**src/rtl/icap_multiboot_seq_pkg.sv**
```systemverilog
// -----------------------------------------------------------------------------
// mbt_pkg
// Shared definitions for the Spartan-6 ICAP MultiBoot sequencer:
//   - ICAP configuration words (sync, packet headers, REBOOT command, NOOP,
//     idle bus value)
//   - sequencer state encoding
//   - byte-wise bit-reversal helpers (ICAP expects each byte bit-swapped)
// -----------------------------------------------------------------------------
package mbt_pkg;

    localparam logic [15:0] SYNC_W0   = 16'hAA99;
    localparam logic [15:0] SYNC_W1   = 16'h5566;
    localparam logic [15:0] HDR_GEN1  = 16'h3261;
    localparam logic [15:0] HDR_GEN2  = 16'h3281;
    localparam logic [15:0] HDR_GEN3  = 16'h32A1;
    localparam logic [15:0] HDR_GEN4  = 16'h32C1;
    localparam logic [15:0] HDR_CMD   = 16'h30A1;
    localparam logic [15:0] CMD_IPROG = 16'h000E;
    localparam logic [15:0] NOOP_W    = 16'h2000;
    localparam logic [15:0] NULL_W    = 16'hFFFF;

    typedef enum logic [1:0] {
        ST_IDLE  = 2'd0,
        ST_WRITE = 2'd1,
        ST_DONE  = 2'd2
    } mbt_state_t;

    // Mirror the bit order of one byte.
    function automatic logic [7:0] bitrev8(input logic [7:0] b);
        logic [7:0] r;
        r = 8'h00;
        for (int k = 0; k < 8; k++) begin
            r[k] = b[7-k];
        end
        return r;
    endfunction

    // ICAP data pins take each byte bit-reversed; the byte order is kept.
    function automatic logic [15:0] icap_swap(input logic [15:0] w);
        return {bitrev8(w[15:8]), bitrev8(w[7:0])};
    endfunction

endpackage

```
**src/rtl/icap_multiboot_seq_icap_s6_if.sv**
```systemverilog
// -----------------------------------------------------------------------------
// icap_s6_if
// Input register stage and wrapper around the ICAP_SPARTAN6 primitive.
// The word to write is bit-reversed per byte and registered together with the
// active-low CE/WRITE strobes, so the primitive always sees flop outputs.
//
// Ports:
//   clk       in   system clock
//   rst       in   synchronous active-high reset (CE/WRITE=1, I=FFFF)
//   ce_n_nxt  in   next value of CE and WRITE (active-low)
//   word_nxt  in   next configuration word, unreversed
//   busy      out  ICAP BUSY
//   dout      out  ICAP O data
//
// Build macro MBT_USE_UNISIM selects the real ICAP_SPARTAN6 primitive; without
// it a stand-in is used that never reports BUSY and loops the word being
// written back onto O (idle value FFFF), which keeps the block buildable
// without vendor libraries.
// -----------------------------------------------------------------------------
module icap_s6_if
    import mbt_pkg::*;
(
    input  logic        clk,
    input  logic        rst,
    input  logic        ce_n_nxt,
    input  logic [15:0] word_nxt,
    output logic        busy,
    output logic [15:0] dout
);

    logic        ce_r;
    logic        write_r;
    logic [15:0] i_r;
    logic        icap_busy;
    logic [15:0] icap_o;

    // Register stage feeding the ICAP pins.
    always_ff @(posedge clk) begin
        if (rst) begin
            ce_r    <= 1'b1;
            write_r <= 1'b1;
            i_r     <= NULL_W;
        end else begin
            ce_r    <= ce_n_nxt;
            write_r <= ce_n_nxt;
            i_r     <= icap_swap(word_nxt);
        end
    end

`ifdef MBT_USE_UNISIM
    ICAP_SPARTAN6 u_icap (
        .BUSY  (icap_busy),
        .O     (icap_o),
        .CE    (ce_r),
        .CLK   (clk),
        .I     (i_r),
        .WRITE (write_r)
    );
`else
    assign icap_busy = 1'b0;
    assign icap_o    = (ce_r | write_r) ? NULL_W : i_r;
`endif

    assign busy = icap_busy;
    assign dout = icap_o;

endmodule

```
**src/rtl/icap_multiboot_seq.sv**
```systemverilog
// -----------------------------------------------------------------------------
// icap_multiboot_seq
// Spartan-6 ICAP MultiBoot sequencer. A reboot request latches a flash start
// address, writes it to GENERAL1/GENERAL2, then issues IPROG (REBOOT) followed
// by NOOP_COUNT NOOP words. ICAP BUSY stalls the word stream.
//
// Ports:
//   CLK             in   system clock
//   MBT_RESET       in   synchronous active-high reset
//   MBT_REBOOT      in   reboot request (accepted only in IDLE)
//   MBT_ADDR        in   target image address, latched on accept
//   MBT_BUSY        out  sequence in progress (WRITE or DONE)
//   MBT_DONE        out  one-cycle pulse after the last word
//   MBT_ICAP_STALL  out  mirrors ICAP BUSY
//   ICAP_DOUT       out  ICAP O data
//
// Build macro MBT_GOLDEN_EN inserts GENERAL3/GENERAL4 writes carrying
// GOLDEN_ADDR as the fallback image (4 extra words).
// -----------------------------------------------------------------------------
module icap_multiboot_seq
    import mbt_pkg::*;
#(
    parameter int          ADDR_W        = 24,
    parameter logic [7:0]  SPI_RD_OPCODE = 8'h0B,
    parameter int          NOOP_COUNT    = 4,
    parameter int unsigned GOLDEN_ADDR   = 32'h0000_0000
) (
    input  logic              CLK,
    input  logic              MBT_RESET,
    input  logic              MBT_REBOOT,
    input  logic [ADDR_W-1:0] MBT_ADDR,
    output logic              MBT_BUSY,
    output logic              MBT_DONE,
    output logic              MBT_ICAP_STALL,
    output logic [15:0]       ICAP_DOUT
);

`ifdef MBT_GOLDEN_EN
    localparam int          GOLD_WORDS = 4;
    localparam logic [23:0] GOLD_A     = GOLDEN_ADDR[23:0];
`else
    localparam int          GOLD_WORDS = 0;
`endif
    localparam int LEN     = 8 + NOOP_COUNT + GOLD_WORDS;
    localparam int CNT_W   = $clog2(LEN);
    localparam int CMD_IDX = 6 + GOLD_WORDS;
    localparam logic [CNT_W-1:0] LAST_IDX = CNT_W'(LEN - 1);

    if (ADDR_W <= 16 || ADDR_W > 24 || NOOP_COUNT < 1 || NOOP_COUNT > 15 ||
        GOLDEN_ADDR > 32'h00FF_FFFF) begin : g_bad_param
        $error("icap_multiboot_seq: parameter out of range");
    end

    mbt_state_t       state_r;
    logic [CNT_W-1:0] cnt_r;
    logic [23:0]      addr_r;
    logic             busy_r;
    logic             done_r;
    logic             icap_busy;
    logic             ce_n_nxt;
    logic [15:0]      word_nxt;

    // Configuration word for a given table position.
    function automatic logic [15:0] word_at(input logic [CNT_W-1:0] idx,
                                            input logic [23:0]      a);
        logic [15:0] w;
        case (idx)
            CNT_W'(0):           w = SYNC_W0;
            CNT_W'(1):           w = SYNC_W1;
            CNT_W'(2):           w = HDR_GEN1;
            CNT_W'(3):           w = a[15:0];
            CNT_W'(4):           w = HDR_GEN2;
            CNT_W'(5):           w = {SPI_RD_OPCODE, a[23:16]};
`ifdef MBT_GOLDEN_EN
            CNT_W'(6):           w = HDR_GEN3;
            CNT_W'(7):           w = GOLD_A[15:0];
            CNT_W'(8):           w = HDR_GEN4;
            CNT_W'(9):           w = {SPI_RD_OPCODE, GOLD_A[23:16]};
`endif
            CNT_W'(CMD_IDX):     w = HDR_CMD;
            CNT_W'(CMD_IDX + 1): w = CMD_IPROG;
            default:             w = NOOP_W;
        endcase
        return w;
    endfunction

    // Next value for the ICAP register stage: the word that will sit on the
    // pins after this edge. On stall the current word is reloaded unchanged.
    always_comb begin
        ce_n_nxt = 1'b1;
        word_nxt = NULL_W;
        if (MBT_RESET) begin
            ce_n_nxt = 1'b1;
            word_nxt = NULL_W;
        end else begin
            case (state_r)
                ST_IDLE: begin
                    if (MBT_REBOOT) begin
                        ce_n_nxt = 1'b0;
                        word_nxt = word_at(CNT_W'(0), addr_r);
                    end else begin
                        ce_n_nxt = 1'b1;
                        word_nxt = NULL_W;
                    end
                end
                ST_WRITE: begin
                    if (icap_busy) begin
                        ce_n_nxt = 1'b0;
                        word_nxt = word_at(cnt_r, addr_r);
                    end else if (cnt_r != LAST_IDX) begin
                        ce_n_nxt = 1'b0;
                        word_nxt = word_at(cnt_r + CNT_W'(1), addr_r);
                    end else begin
                        ce_n_nxt = 1'b1;
                        word_nxt = NULL_W;
                    end
                end
                default: begin
                    ce_n_nxt = 1'b1;
                    word_nxt = NULL_W;
                end
            endcase
        end
    end

    // Sequencer FSM with registered status outputs.
    always_ff @(posedge CLK) begin
        if (MBT_RESET) begin
            state_r <= ST_IDLE;
            cnt_r   <= '0;
            addr_r  <= 24'h000000;
            busy_r  <= 1'b0;
            done_r  <= 1'b0;
        end else begin
            case (state_r)
                ST_IDLE: begin
                    done_r <= 1'b0;
                    if (MBT_REBOOT) begin
                        state_r <= ST_WRITE;
                        cnt_r   <= '0;
                        addr_r  <= 24'(MBT_ADDR);
                        busy_r  <= 1'b1;
                    end else begin
                        busy_r  <= 1'b0;
                    end
                end
                ST_WRITE: begin
                    if (icap_busy) begin
                        cnt_r <= cnt_r;
                    end else if (cnt_r == LAST_IDX) begin
                        state_r <= ST_DONE;
                        done_r  <= 1'b1;
                    end else begin
                        cnt_r <= cnt_r + CNT_W'(1);
                    end
                end
                ST_DONE: begin
                    state_r <= ST_IDLE;
                    cnt_r   <= '0;
                    busy_r  <= 1'b0;
                    done_r  <= 1'b0;
                end
                default: begin
                    state_r <= ST_IDLE;
                    cnt_r   <= '0;
                    busy_r  <= 1'b0;
                    done_r  <= 1'b0;
                end
            endcase
        end
    end

    icap_s6_if u_icap (
        .clk      (CLK),
        .rst      (MBT_RESET),
        .ce_n_nxt (ce_n_nxt),
        .word_nxt (word_nxt),
        .busy     (icap_busy),
        .dout     (ICAP_DOUT)
    );

    assign MBT_BUSY       = busy_r;
    assign MBT_DONE       = done_r;
    assign MBT_ICAP_STALL = icap_busy;

endmodule

```
**config.mk**
```make
export PLATFORM = sky130hd
export DESIGN_NAME = icap_multiboot_seq
export DESIGN_NICKNAME = d
export VERILOG_FILES = /design/src/rtl/icap_multiboot_seq_pkg.sv /design/src/rtl/icap_multiboot_seq_icap_s6_if.sv /design/src/rtl/icap_multiboot_seq.sv
export SDC_FILE = /design/constraint.sdc
export NUM_CORES = 1
export LEC_CHECK = 0
export ABC_AREA = 1
export CAP_MARGIN = 40
export CORE_MARGIN = 2
export CORE_UTILIZATION = 50
export CTS_CLUSTER_SIZE = 24
export DETAILED_ROUTE_END_ITERATION = 8
export GPL_ROUTABILITY_DRIVEN = 0
export PLACE_DENSITY = 0.78
export SETUP_SLACK_MARGIN = 0.05
export SYNTH_ARGS = -nofsm -noshare
export SYNTH_HDL_FRONTEND = slang
export SYNTH_SLANG_ARGS = --single-unit
```
**constraint.sdc**
```tcl
create_clock -name CLK -period 2 [get_ports CLK]
set_clock_uncertainty 0.05 [all_clocks]
set_input_delay 0.2 -clock CLK [delete_from_list [all_inputs] [get_ports CLK]]
set_output_delay 0.2 -clock CLK [all_outputs]
set_load 0.02 [all_outputs]
```
==> flow_metrics.py, run 1 <==
metrics = {
    "status": {
        "run_status": "finished, final reports clean",
    },
    "floorplanning": {
        "die_width_um": 69.09,
        "die_h_um": 69.09,
        "core-area_um2": 4029,
        "design.portCount": 46,
        "die_area_um2": 4773,
        "start_util_pct": 52.58,
        "placementRows": 23,
    },
    "layout": {
        "multiInputGateArea_um2": 979.7,
        "post_route_cells_drive_above_1_share_pct": 11.04,
        "layout_common_cells": "nor2_1 (52), dfxtp_1 (48), clkdlybuf4s50_1 (44)",
        "ff_latch_area_um2": 982.2,
        "number_of_diodes_added_for_antenna_fixing": 0,
        "num-nets-final": 348,
        "area_delta_synth_final_pct": 25.28,
        "fill_cells": 375,
        "mostFrequentLayoutCell": "nor2_1",
        "layoutNonFillerInstCount": 367,
    },
    "timing": {
        "timing_hold_violations_final": 0,
        "totalNegativeSetupSlack_ns": 0,
        "slew_worst_pin_ns": 0.8650,
        "finalCritPeriodShare_pct": 91.69,
        "max_slew_margin_pct": 42.27,
        "slew_violations": 0,
        "finalWorstSetupSlack_ns": 0.1662,
        "period_needed_ns": 1.834,
        "rsz0062_at_grt": "yes",
        "timing.fmax_ghz": 0.5453,
        "final-setup-viol-count": 0,
    },
    "synthesis": {
        "synth.area.top_cells": "dfxtp_1 (46%), nor2_1 (9.2%), o21ai_0 (7.1%)",
        "syn_inst": 276,
        "synth_largest_type_area_fraction_pct": 46.31,
        "synthDominantAreaCellType": "dfxtp_1",
        "mappedNetlistArea_um2": 2118,
        "yosysSeqAreaShare_pct": 46.31,
        "synthesis.yosys.warnings": 0,
        "synth.lib_cells_used.distinct": 31,
        "synth_nets": 308,
        "post_synth.cell_area_avg_um2": 7.675,
        "async_reset_ff_share_pct": 0,
        "edff_count_synth": 0,
        "postSynthRegisterBits": 49,
        "synth_flop_cell": "dfxtp_1",
    },
    "clock_network": {
        "cts_inserted_buffers": 5,
        "worst_skew_late_latency_ns": 0.30,
        "cts_tree": "yes",
        "cts.htree.levels": 2,
        "cts.path.max_buffers": 2,
        "clk_pin_slew_ns": 0.08,
        "clk_root_buffer_cell": "clkbuf_8",
        "cts.repair.resized": 0,
        "post_cts_buffers": 0,
        "clock-sinks": 49,
        "hold_buffers": 0,
    },
    "setup_path": {
        "timing_worst_setup_path_type": "register to register",
        "worstSetupStartpoint": "cnt_r[0]$_SDFFE_PP0P_",
        "worst_setup_path_endpoint": "u_icap.i_r[11]$_SDFF_PP1_",
        "critPathRequiredTime_ns": 2.19,
        "slack_of_the_worst_reg_to_reg_path_ns": 0.17,
        "worstSetupEndpointType": "register",
        "critical_path.max_fanout": 8,
        "worst_r2r_path_depth": 6,
        "worst-endpoint-arrival_ns": 2.02,
        "r2r_start": "cnt_r[0]$_SDFFE_PP0P_",
        "start_kind": "register",
        "timing.rr.end": "u_icap.i_r[11]$_SDFF_PP1_",
    },
    "placed_design": {
        "dpl_worst_slack_ns": 0.1707,
        "place.detailed.instances": 359,
        "detailed_place_hpwl_um": 3271,
        "placement.io_buffers": 44,
    },
    "global_routing": {
        "grt_use_total_pct": 20.09,
        "first_pass_grt_wire_length_um": 7755,
        "first_global_vias": 1745,
        "grt_overflow": 0,
        "grt_max_degree": 32,
        "antenna_found_initial": 0,
    },
    "drt": {
        "routed-via-count": 1858,
        "routed_wirelength_um": 4505,
        "drcViolationCount": 0,
        "ant_nets": 0,
        "detailedRoute.firstIterationViolations": 169,
        "drt_pre_antenna_iters": 4,
        "via_per_inst": 5.063,
        "avgRoutedWirePerCell_um": 12.28,
    },
    "power": {
        "power.internal_uw": 1485,
        "pd_cells_nw_per_um2": 778.6,
        "sw_power_uw": 581.0,
        "p_leak_uw": 0.001107,
        "share_seq_of_total_power_pct": 54.0,
        "vdd_drop_max_mv": 0.4124,
        "pwr-share-comb_pct": 19.2,
        "clock_power_share_pct": 26.8,
        "power.share.switching_pct": 28.12,
    },
    "worst_hold_path": {
        "hold_path.class": "input pin to register",
        "worstHoldPathCells": 2,
    },
    "job": {
        "cap_viol_max_count": 0,
    },
}
-- cell usage after synthesis, types with 2 or more instances --
cell type,instances
a21oi_1,14
buf_2,2
buf_4,2
clkbuf_1,8
dfxtp_1,49
ha_1,5
inv_1,22
nand2_1,34
nand3_1,14
nand4_1,8
nor2_1,52
nor2_2,2
o21ai_0,30
o21ai_1,2
or2_2,16
-- power by group through the flow --
| stage | Sequential, uW | Clock [uW] | Combinational [uW] |
|---|---|---|---|
| after global placement | 1140 | 0 | 388 |
| after CTS | 1120 | 562 | 396 |
| after global routing | 1130 | 601 | 444 |
| after floorplan | 1120 | 0 | 263 |
| after detailed placement | 1140 | 0 | 394 |
| final | 1120 | 554 | 396 |
-- how the worst min path moves through the flow --
stage,startpoint,endpoint,slack [ns]
global placement,addr_r[6]$_SDFFE_PP0P_,addr_r[6]$_SDFFE_PP0P_,0.38
global route,MBT_RESET,state_r[1]$_SDFFE_PP0P_,0.41
finish,MBT_RESET,state_r[1]$_SDFFE_PP0P_,0.40
floorplan,MBT_RESET,state_r[1]$_SDFFE_PP0P_,0.22
CTS,addr_r[6]$_SDFFE_PP0P_,addr_r[6]$_SDFFE_PP0P_,0.40
detailed placement,addr_r[6]$_SDFFE_PP0P_,addr_r[6]$_SDFFE_PP0P_,0.39
-- state kept, by name, summed over array words and instances (netlist names) --
| signal | cells |
|---|---|
| u_icap.write_r | 1 |
| cnt_r | 4 |
| state_r | 2 |
| MBT_BUSY | 1 |
| addr_r | 24 |
| u_icap.i_r | 16 |
| MBT_DONE | 1 |
-- cell type report --
type	count	area share, %
flip-flops and latches	49	37.01
multi-input cells	190	36.92
repair buffers	46	17.16
inverters	24	3.442
clock buffers	6	2.735
well taps	50	2.357
clock inverters	2	0.3772
-- logic make-up after synthesis --
group                      share of synthesized area [%]
DFF                                                46.31
adders and majority gates                          2.953
xor gates and xnor gates                           1.536
buffers and inverters                              7.442
and+or+nand+nor                                    29.30
AOI/OAI and AO/OA                                  12.29
other                                             0.1770
-- worst max-delay path, cell delays in order, from the launching register on --
cell and delay (ns):
dfxtp_1 0.48, ha_1 0.32, xor2_2 0.40, nand3_1 0.25, nand2_1 0.14, nor2_1 0.06, nor2_1 0.09
-- layer usage --
metal	global-route usage (%)	part of all wire [%]	routed length, um	vias to the layer above
li1	-	-	-	962
met1	24.42	44	2003	840
met2	34.83	49	2198	50
met3	5.556	5.5	249	6
met4	5.447	1.2	54	0
met5	0	0	0	-
-- per-stage QoR --
| stage | area, um2 | hold WS, ns | util (%) | power [uW] |
|---|---|---|---|---|
| after floorplan | 2118 | 0.2224 | - | 1382 |
| after global placement | 2570 | 0.3842 | 63.79 | 1524 |
| after detailed placement | 2570 | 0.3916 | 63.79 | 1532 |
| after CTS | 2653 | 0.4035 | 65.84 | 2074 |
| after global routing | 2654 | 0.4096 | 65.87 | 2172 |
| final | 2654 | 0.4015 | 65.87 | 2066 |
Note: power is estimated with default switching activity, not from simulation.
==> run 2: changes to the inputs <==
--- a/config.mk
+++ b/config.mk
@@ -9,7 +9,7 @@
 export CAP_MARGIN = 40
 export CORE_MARGIN = 2
 export CORE_UTILIZATION = 50
-export CTS_CLUSTER_SIZE = 24
+export CTS_CLUSTER_SIZE = 28
 export DETAILED_ROUTE_END_ITERATION = 8
 export GPL_ROUTABILITY_DRIVEN = 0
 export PLACE_DENSITY = 0.78
==> results of run 2 <==
Same layout as run 1: the final DEF is identical, and so are final timing and power.
